<file path="src/rtl/mem8_regbank.sv">
// Seekable 32-byte register bank behind the Xillybus mem_8 read/write stream pair.
// The read and write streams share one auto-incrementing 5-bit address pointer.
module mem8_regbank #(
  parameter logic [7:0] ID_VALUE  = 8'hA5,
  parameter logic [3:0] LED_RESET = 4'h0
) (
  input  logic       bus_clk,
  input  logic       bus_rst,
  input  logic       user_w_mem_8_wren,
  input  logic [7:0] user_w_mem_8_data,
  output logic       user_w_mem_8_full,
  input  logic       user_w_mem_8_open,
  input  logic       user_r_mem_8_rden,
  output logic [7:0] user_r_mem_8_data,
  output logic       user_r_mem_8_empty,
  output logic       user_r_mem_8_eof,
  input  logic       user_r_mem_8_open,
  input  logic [4:0] user_mem_8_addr,
  input  logic       user_mem_8_addr_update,
  output logic [3:0] led_out,
  output logic       wr_event
);

  localparam logic [4:0] RAM_LAST = 5'd27;
  localparam logic [4:0] LED_ADDR = 5'd28;
  localparam logic [4:0] WCNT_ADDR = 5'd29;
  localparam logic [4:0] RCNT_ADDR = 5'd30;

  logic [7:0] ram [0:27];

  logic [4:0] addr_reg, addr_next;
  logic [3:0] led_reg;
  logic [7:0] wr_cnt_reg, rd_cnt_reg;
  logic [7:0] rd_data_reg;
  logic       wr_event_reg;

  logic       ram_hit;
  logic       ram_we;
  logic       both_closed;
  logic [7:0] rd_byte;

  assign ram_hit     = (addr_reg <= RAM_LAST);
  // A strobe coinciding with reset is dropped, including the RAM write.
  assign ram_we      = user_w_mem_8_wren & ram_hit & ~bus_rst;
  assign both_closed = ~user_w_mem_8_open & ~user_r_mem_8_open;

  always_comb begin
    rd_byte = 8'h00;
    case (addr_reg)
      LED_ADDR:  rd_byte = {4'h0, led_reg};
      WCNT_ADDR: rd_byte = wr_cnt_reg;
      RCNT_ADDR: rd_byte = rd_cnt_reg;
      5'd31:     rd_byte = ID_VALUE;
      default:   rd_byte = ram[addr_reg];
    endcase
  end

  // Seek wins over auto-increment; a combined read+write advances by one.
  always_comb begin
    addr_next = addr_reg;
    if (user_mem_8_addr_update)
      addr_next = user_mem_8_addr;
    else if (user_w_mem_8_wren | user_r_mem_8_rden)
      addr_next = addr_reg + 5'd1;
  end

  always_ff @(posedge bus_clk) begin
    if (ram_we)
      ram[addr_reg] <= user_w_mem_8_data;
  end

  always_ff @(posedge bus_clk) begin
    if (bus_rst) begin
      addr_reg     <= 5'd0;
      led_reg      <= LED_RESET;
      wr_cnt_reg   <= 8'd0;
      rd_cnt_reg   <= 8'd0;
      rd_data_reg  <= 8'd0;
      wr_event_reg <= 1'b0;
    end else begin
      addr_reg     <= addr_next;
      wr_event_reg <= user_w_mem_8_wren;
      if (user_w_mem_8_wren && addr_reg == LED_ADDR)
        led_reg <= user_w_mem_8_data[3:0];
      // rd_byte reflects pre-edge state, giving read-before-write semantics.
      if (user_r_mem_8_rden)
        rd_data_reg <= rd_byte;
      if (both_closed) begin
        wr_cnt_reg <= 8'd0;
        rd_cnt_reg <= 8'd0;
      end else begin
        if (user_w_mem_8_wren)
          wr_cnt_reg <= wr_cnt_reg + 8'd1;
        if (user_r_mem_8_rden)
          rd_cnt_reg <= rd_cnt_reg + 8'd1;
      end
    end
  end

  assign user_r_mem_8_data  = rd_data_reg;
  assign led_out            = led_reg;
  assign wr_event           = wr_event_reg;
  assign user_w_mem_8_full  = 1'b0;
  assign user_r_mem_8_empty = 1'b0;
  assign user_r_mem_8_eof   = 1'b0;

endmodule

</file>
<file path="config.mk">
export PLATFORM = sky130hd
export DESIGN_NAME = mem8_regbank
export DESIGN_NICKNAME = d
export VERILOG_FILES = /design/src/rtl/mem8_regbank.sv
export SDC_FILE = /design/constraint.sdc
export NUM_CORES = 1
export LEC_CHECK = 0
export ABC_AREA = 0
export BUFFER_PORTS_ARGS = -buffer_cell sky130_fd_sc_hd__buf_2
export CAP_MARGIN = 25
export CORE_AREA = 5 5 139 141
export DETAILED_ROUTE_END_ITERATION = 16
export DIE_AREA = 0 0 144 146
export GPL_ROUTABILITY_DRIVEN = 0
export PLACE_DENSITY = 0.78
export SLEW_MARGIN = 20
export SYNTH_ARGS = -nofsm -noshare
export SYNTH_HDL_FRONTEND = slang
export SYNTH_SLANG_ARGS = --single-unit
</file>
<file path="constraint.sdc">
create_clock -name bus_clk -period 2.6 [get_ports bus_clk]
set_clock_uncertainty 0.05 [all_clocks]
set_input_delay 0.13 -clock bus_clk [delete_from_list [all_inputs] [get_ports bus_clk]]
set_output_delay 0.13 -clock bus_clk [all_outputs]
set_load 0.005 [all_outputs]
</file>
=== Yosys cells after proc, flatten, opt, wreduce, memory -nomap -nowiden ===
Memories as Yosys holds them, arrays and structs flattened. A register that Yosys moved wholly into a read port is not among the register bits.
Index checks and enable logic that the tools add are counted.

* Order comparisons: 1
* Reductions and logical operators: 3
* Muxes and demuxes: 7
* Bitwise gates (word level): 7
* Add/subtract/negate cells: 3
* Eq/ne operators: 4

{| class="wikitable"
|+ Operator list
! cell !! number
|-
| one-hot mux 8 bit (4 select lines) || 1
|-
| == test 5 bit, second input constant || 4
|-
| two-way mux 5 bit || 4
|-
| adder 8 x 1 -> 8 bit, second input constant || 2
|-
| adder 5 x 1 -> 5 bit, second input constant || 1
|-
| <= comparator 5 bit, second input constant || 1
|-
| AND 1 bit || 3
|-
| NOT 1 bit || 3
|-
| two-way mux 1 bit || 2
|-
| nonzero test 2 bit || 1
|-
| OR reduction 2 bit || 1
|-
| logical AND 1 bit || 1
|-
| bitwise OR 1 bit || 1
|}

* Memories: 1
* Register bits after elaboration: 34
* Bits in writable memories: 224

{| class="wikitable"
|+ Memories
! memory !! depth !! width !! read ports !! clocked after Yosys merged registers in !! wr ports !! line !! RTL
|-
| ram || 28 || 8 || 1 || 1 || 1 || 29 || <nowiki>logic [7:0] ram [0:27];</nowiki>
|}

=== Logic depth before layout (Yosys ltp) ===
Gate-level depths: netlist of the first run.

* Depth in word-level cells: 5
* Gate-level depth with buffers: 9

=== Worst setup path after synthesis of the first run ===
OpenSTA, ideal clock, no wires.

* Path type: register to register
* From: reg addr_reg[1]
* To: reg rd_data_reg[2] (netlist: user_r_mem_8_data[2])
* Required time: 2,478 ps
* Stages on the path, launching flop included: 10
* Setup slack: 546 ps
* Buffers on the path: 2
* Arrival: 1,931 ps
* Cell sequence: dfxtp_1 inv_1 ha_1 buf_6 or3_4 a21oi_2 buf_4 o41ai_1 o41ai_1 nor3b_2

* Word-level cells in the longest chain between the ends: 2
* Elaborated cells between the ends (all ways): 5

{| class="wikitable"
|+ RTL lines
! item !! line !! RTL
|-
| start: declaration || 31 || <nowiki>logic [4:0] addr_reg, addr_next;</nowiki>
|-
| start signal: assignment || 81 || <nowiki>addr_reg <= addr_next;</nowiki>
|-
| == test 5 bit || 49 || <nowiki>case (addr_reg)</nowiki>
|-
| one-hot mux 8 bit (4 select lines) * || 49 ||
|-
| end signal: assignment || 87 || <nowiki>rd_data_reg <= rd_byte;</nowiki>
|-
| end: declaration || 34 || <nowiki>logic [7:0] rd_data_reg;</nowiki>
|}

Mark *: on every way between the ends. The rest lies on a longest branch, timed or not.
A chain may end at the register's enable or synchronous reset.

=== Worst setup path in the final report of the first run ===
* From: reg addr_reg[0]
* To: reg rd_data_reg[2] (netlist: user_r_mem_8_data[2])

The elaborated chain is that of the path after synthesis.

==> results of run 1 <==
-- worst register-to-register path, delay by kind of cell (launching register included) --
kind | cells | cell delay [ns]
AO/OA/AOI/OAI | 3 | 0.90
AND/OR/NAND/NOR | 2 | 0.64
flip-flops | 1 | 0.38
adder cells (fa/ha/maj) | 1 | 0.32
buffers and inverters | 1 | 0.12
-- layout make-up --
type	count	share of cell area
inverters	5	0.001537
flip-flops and latches	263	0.6153
clock inverters	13	0.009837
clock buffers	37	0.06035
repair buffers	86	0.04960
well taps	229	0.02347
multi-input cells	328	0.2399
-- path summary, 6_finish.rpt --
| path | end | cells after the start |
|---|---|---|
| min | wr_cnt_reg[4]$_SDFFE_PP0P_ | 4 |
| max | user_r_mem_8_data[2]$_SDFFE_PP0P_ | 7 |
| max reg2reg | user_r_mem_8_data[2]$_SDFFE_PP0P_ | 7 |
| min reg2reg | user_r_mem_8_data[0]$_SDFFE_PP0P_ | 2 |
-- logic make-up after synthesis --
kind of cell,synth area share
flip-flops,0.7001
multiplexers,0.1433
other,0.0003497
AO/OA/AOI/OAI,0.04551
adder cells (fa/ha/maj),0.008168
XOR/XNOR,0.009802
buffers and inverters,0.02812
AND/OR/NAND/NOR,0.06465
-- layer usage --
layer | routed length, um | part of all wire
met4 | 640 | 0.026
met3 | 2264 | 0.093
met2 | 12290 | 0.50
met1 | 9252 | 0.38
met5 | 13 | 0.00053
-- where the power goes --
part | total (mW) | leakage (nW) | internal, mW | switching (mW)
sequential | 4.68 | 2.34 | 4.62 | 0.0628
clock | 3.71 | 0.425 | 2.18 | 1.53
combinational | 0.575 | 1.36 | 0.251 | 0.325
total | 8.97 | 4.12 | 7.05 | 1.91
-- layout by cell type, fill, tap and decap left out, types with 7 or more instances in the layout --
master	netlist	final
mux2i_1	23	23
nand2b_1	12	12
mux2_2	9	9
edfxtp_1	224	224
dlygate4sd3_1	0	11
xor2_1	9	9
or3_1	8	8
buf_4	10	42
ha_1	7	7
o21ai_0	15	15
nand2_1	26	26
mux4_2	38	38
buf_2	5	32
dfxtp_1	39	36
mux4_1	12	12
clkbuf_16	0	27
nor2_1	72	72
a21oi_1	19	19
-- what timing repair did --
item                                   4_1_cts  5_1_grt
endpoints found under the hold margin       18        0
hold buffers                                11        0
resized for setup                            0        1
setup buffers                                0        0
setup endpoints to repair                    0        1
==> out/qor.yml, run 1 <==
run_status: "finished, final reports clean"
busiest_layer: "met2"
io_buffer_count: 32
synthArstFlopShare: 0
initial_core_util: 0.6010
die_w_um: 144
cts-root-buf: "clkbuf_16"
drc: 0
final_cell_area_mm2: 0.01221
io_pins: 36
cts_max_path_buffers: 3
hold_class: "in -> reg"
fillers: 1092
grt_overflow: 0
crit_slowest_cell: "o41ai_1"
synth_edf_count: 224
fin_ws_ns: 0.1422
slew_headroom: 0.4160
firstDrtPassIters: 7
synth.distinct_cells: 56
dp_hpwl_um: 15390
ff_latch_area_mm2: 0.007513
fp.dieH_um: 146
drive_gt1_frac: 0.2336
min_period_over_period: 0.9453
clkLatencyLatePin_ns: 0.54
p_leak_nw: 4.120
vias: 6096
crit_chain: "inv_1 -> ha_1 -> or3_4 -> a21oi_4 -> o41ai_1 -> o41ai_1 -> nor3b_2"
critPathLaunchType: "flop"
hold_viol: 0
die-area_mm2: 0.02102
pre_cts_ws_ns: 0.1758
drt-total-wl_um: 24460
synth_seq_cells: 263
fin_util: 0.6844
r2r-start: "addr_reg[0]$_SDFFE_PP0N_"
power_mw: 8.967
ant_nets: 0
powerDensity_mw_per_mm2: 734.3
fmax_mhz: 406.9
largest_reg_flops: 224
setup.worst_path.end_class: "flop"
setup_tns_ns: 0
antenna_found_initial: 1
fin_nets: 738
routed_via_density: 6.343
cts_buffers: 27
synthTopCellsByCount: "224 x edfxtp_1, 72 x nor2_1, 39 x dfxtp_1"
drt_iter0_markers: 705
post_drt_wl_per_cell_um: 25.45
vdd_ir_drop_max_mv: 0.6801
synthFlopType: "edfxtp_1"
grt.total_usage: 0.2364
std_cell_rows: 49
crit_family: "compound AO/OA/AOI/OAI gates"
syn-cell-area_mm2: 0.01072
grt_pass1_wl_um: 37100
drv_slew: 0
cap_violations: 0
arrival_ns: 2.87
met2_usage: 0.3871
met3_usage: 0.05751
min_period_ns: 2.458
worstHoldStart: "user_r_mem_8_open"
setup_violations: 0
cts.reportedPaths.clkPinSlew_ns: 0.06
yosysTopAreaCell: "edfxtp_1"
synth_top_cell_area_share: 0.6273
grt_max_degree: 36
avgSynthCellArea_um2: 17.02
rsz0062_at_grt: "false"
grt_pass1_vias: 6166
fin_worst_hold_slack_ns: 0.01928
antennaDiodeCount: 0
cpPeakStageDelay_ns: 0.44
cp-startpoint: "addr_reg[0]$_SDFFE_PP0N_"
crit_fanout: 8
tightest_slew_ns: 0.8727
placed_cells: 900
crit_type: "reg -> reg"
yosysMostFrequentCell: "edfxtp_1"
crit_buf_inv: 1
fin_cells: 961
required_ns: 3.01
ys_warn_count: 0
cpMostUsedCell: "o41ai_1"
cts_tree: "yes"
syn_inst: 630
met1_usage: 0.3153
dpl_cell_area_mm2: 0.01124
multi_input_area_mm2: 0.002929
yosysSeqAreaShare: 0.7001
syn_to_final_growth_pct: 13.87
top_register: "ram"
htree_num_levels: 1
r2r_slack_ns: 0.14
ys_top_cells_by_area: "edfxtp_1 63%, mux4_2 8.0%, dfxtp_1 7.3%"
core_mm2: 0.01784
cts.sinks: 263
(Power assumes the default switching activity.)
==> run 2, diff against run 1 <==
CORE_AREA = 2 2 136 138   (was 5 5 139 141)
DIE_AREA = 0 0 138 140   (was 0 0 144 146)
==> run 2 against run 1 <==
Against the previous run:
- non-clock buffer count decreased by 2
- worst setup slack improved by 0.11 ns
- final cell count decreased by 0.42%
- combinational power decreased by 3%
- critical path depth unchanged
- via count increased by 0.39%
- cell area decreased by 0.44%
- first-iteration DRC count increased by 5.0%
- global-route usage increased by 0.92 points
- core utilization decreased by 0.067 points
- largest cell class unchanged
- clock power decreased by 5%
- largest power group unchanged
==> out/qor.yml, run 2 (synthesis gave the netlist of run 1 again) <==
hold_class: "in -> reg"
run_status: "finished, final reports clean"
p_sw_mw: 1.927  # +0.68%
drive_gt1_frac: 0.2349  # +0.001284
syn_to_final_growth_pct: 13.37
power_mw: 8.789  # -2.0%
fillers: 1065  # -2.5%
fin_ws_ns: 0.2490  # +0.1068 ns
die-area_mm2: 0.01932  # -8.1%
cts.sinks: 263  # unchanged
fmax_mhz: 425.3  # +4.5%
drv_slew: 0  # unchanged
crit_family: "compound AO/OA/AOI/OAI gates"
clkPwrFrac: 0.403  # -0.011
p_leak_nw: 4.085  # -0.83%
firstDrtPassIters: 5  # -2
cts_tree: "yes"
crit_fanout: 7  # -1
io_pins: 36  # unchanged
swShare: 0.2193  # +0.005791
cts-root-buf: "clkbuf_16"
grt_pass1_vias: 6066  # -1.6%
combPwrFrac: 0.064  # about the same
crit_buf_inv: 1  # unchanged
grt_max_degree: 30  # -17%
antennaDiodeCount: 0  # unchanged
cpPeakStageDelay_ns: 0.40  # -0.04 ns
top_register: "ram"
cts_setup_buffers: 0  # unchanged
fp.dieH_um: 140  # -4.1%
intPower_mw: 6.862  # -2.7%
clkLatencyLatePin_ns: 0.52  # -0.02 ns
setup_tns_ns: 0  # unchanged
drt-total-wl_um: 24010  # -1.9%
critPathLaunchType: "flop"
slew_headroom: 0.3815  # -0.03453
crit_chain: "inv_1 -> ha_1 -> or3_4 -> a21oi_2 -> o41ai_1 -> o41ai_1 -> nor3b_2"
grt_pass1_wl_um: 35820  # -3.5%
fin_nets: 736  # -0.27%
core_mm2: 0.01778  # -0.34%
antenna_found_initial: 1  # unchanged
grt.total_usage: 0.2456  # +0.009218
setup_violations: 0  # unchanged
post_drt_wl_per_cell_um: 25.08  # -1.4%
dp_hpwl_um: 15060  # -2.1%
htree_num_levels: 1  # unchanged
cts_max_path_buffers: 3  # unchanged
cpMostUsedCell: "o41ai_1"
vdd_ir_drop_max_mv: 0.4649  # -32%
tightest_slew_ns: 0.9265  # +0.05374 ns
rsz0062_at_grt: "false"
cts_buffers: 27  # unchanged
grt_overflow: 0  # unchanged
required_ns: 3.00  # about the same
ant_nets: 0  # unchanged
crit_type: "reg -> reg"
drt_iter0_markers: 740  # +5.0%
die_w_um: 138  # -4.2%
min_period_over_period: 0.9042  # -0.04107
routed_via_density: 6.395  # +0.81%
fin_worst_hold_slack_ns: 0.008799  # -0.01048 ns
io_buffer_count: 32  # unchanged
cts.reportedPaths.clkPinSlew_ns: 0.06  # about the same
cap_violations: 0  # unchanged
vias: 6120  # +0.39%
pre_cts_ws_ns: 0.3101  # +0.1343 ns
std_cell_rows: 49  # unchanged
arrival_ns: 2.75  # -0.12 ns
crit_slowest_cell: "dfxtp_1"
drc: 0  # unchanged
initial_core_util: 0.6031  # +0.002073
powerDensity_mw_per_mm2: 723.0  # -1.5%
largest_reg_flops: 224  # unchanged
min_period_ns: 2.351  # -0.1068 ns
seqPwrFrac: 0.533  # +0.011
setup.worst_path.end_class: "flop"
hold_viol: 0  # unchanged
layout_common_cells: "224 x edfxtp_1, 72 x nor2_1, 40 x buf_4, 38 x mux4_2, 36 x dfxtp_1"
final_common_cell: "edfxtp_1"
==> run 2: path summary, 6_finish.rpt <==
kind / startpoint / to / slack, ns / cells after the start
worst min-delay path: user_w_mem_8_open / rd_cnt_reg[0]$_SDFFE_PP0P_ / 0.009 / 4
worst max register to register: addr_reg[0]$_SDFFE_PP0N_ / user_r_mem_8_data[2]$_SDFFE_PP0P_ / 0.25 / 7
worst min register to register: user_r_mem_8_data[0]$_SDFFE_PP0P_ / user_r_mem_8_data[0]$_SDFFE_PP0P_ / 0.44 / 2
worst max-delay path: addr_reg[0]$_SDFFE_PP0N_ / user_r_mem_8_data[2]$_SDFFE_PP0P_ / 0.25 / 7
==> run 2: per-layer routing <==
metal  GRT usage  up-vias  part of all wire
li1            -     2636                 -
met1      0.3321     3097              0.40
met2      0.4119      342              0.49
met3     0.04991       45             0.083
met4     0.07197        0             0.024
met5           0        -                 0
==> run 2: layout make-up <==
cell class | instances | area, um^2 | share of cell area
Clock buffer | 28 | 679.4 | 0.05589
Clock inverter | 20 | 136.4 | 0.01122
Inverter | 5 | 18.77 | 0.001544
Multi-Input combinational cell | 328 | 2922 | 0.2403
Sequential cell | 263 | 7513 | 0.6181
Tap cell | 229 | 286.5 | 0.02357
Timing Repair Buffer | 84 | 600.6 | 0.04940
==> run 2: power groups by stage <==
stage | clock network (mW) | logic (mW) | registers (mW)
3_5_place_dp | 0 | 0.535 | 4.78
5_1_grt | 3.75 | 0.594 | 4.69
6_report | 3.54 | 0.559 | 4.69
3_3_place_gp | 0 | 0.519 | 4.77
2_1_floorplan | 0 | 0.391 | 4.73
4_1_cts | 3.58 | 0.553 | 4.69
==> run 2: what timing repair did <==
action | CTS | global route
endpoints found under the hold margin | 13 | 0
resized for setup | 0 | 0
hold buffers | 10 | 0
==> run 2: per-stage QoR <==
| step | cell area, um^2 | cells | util |
|---|---|---|---|
| 2_1_floorplan | 10730 | 632 | - |
| 3_5_place_dp | 11240 | 899 | 0.6322 |
| 5_1_grt | 12160 | 957 | 0.6837 |
| 3_3_place_gp | 11240 | 899 | 0.6322 |
| 4_1_cts | 12160 | 957 | 0.6837 |
| 6_report | 12160 | 957 | 0.6837 |
==> run 2: worst min-delay path, delay by kind of cell <==
kind	cells	cell delay (ns)
buffers and inverters	2	0.26
AND/OR/NAND/NOR	1	0.10
AO/OA/AOI/OAI	1	0.05
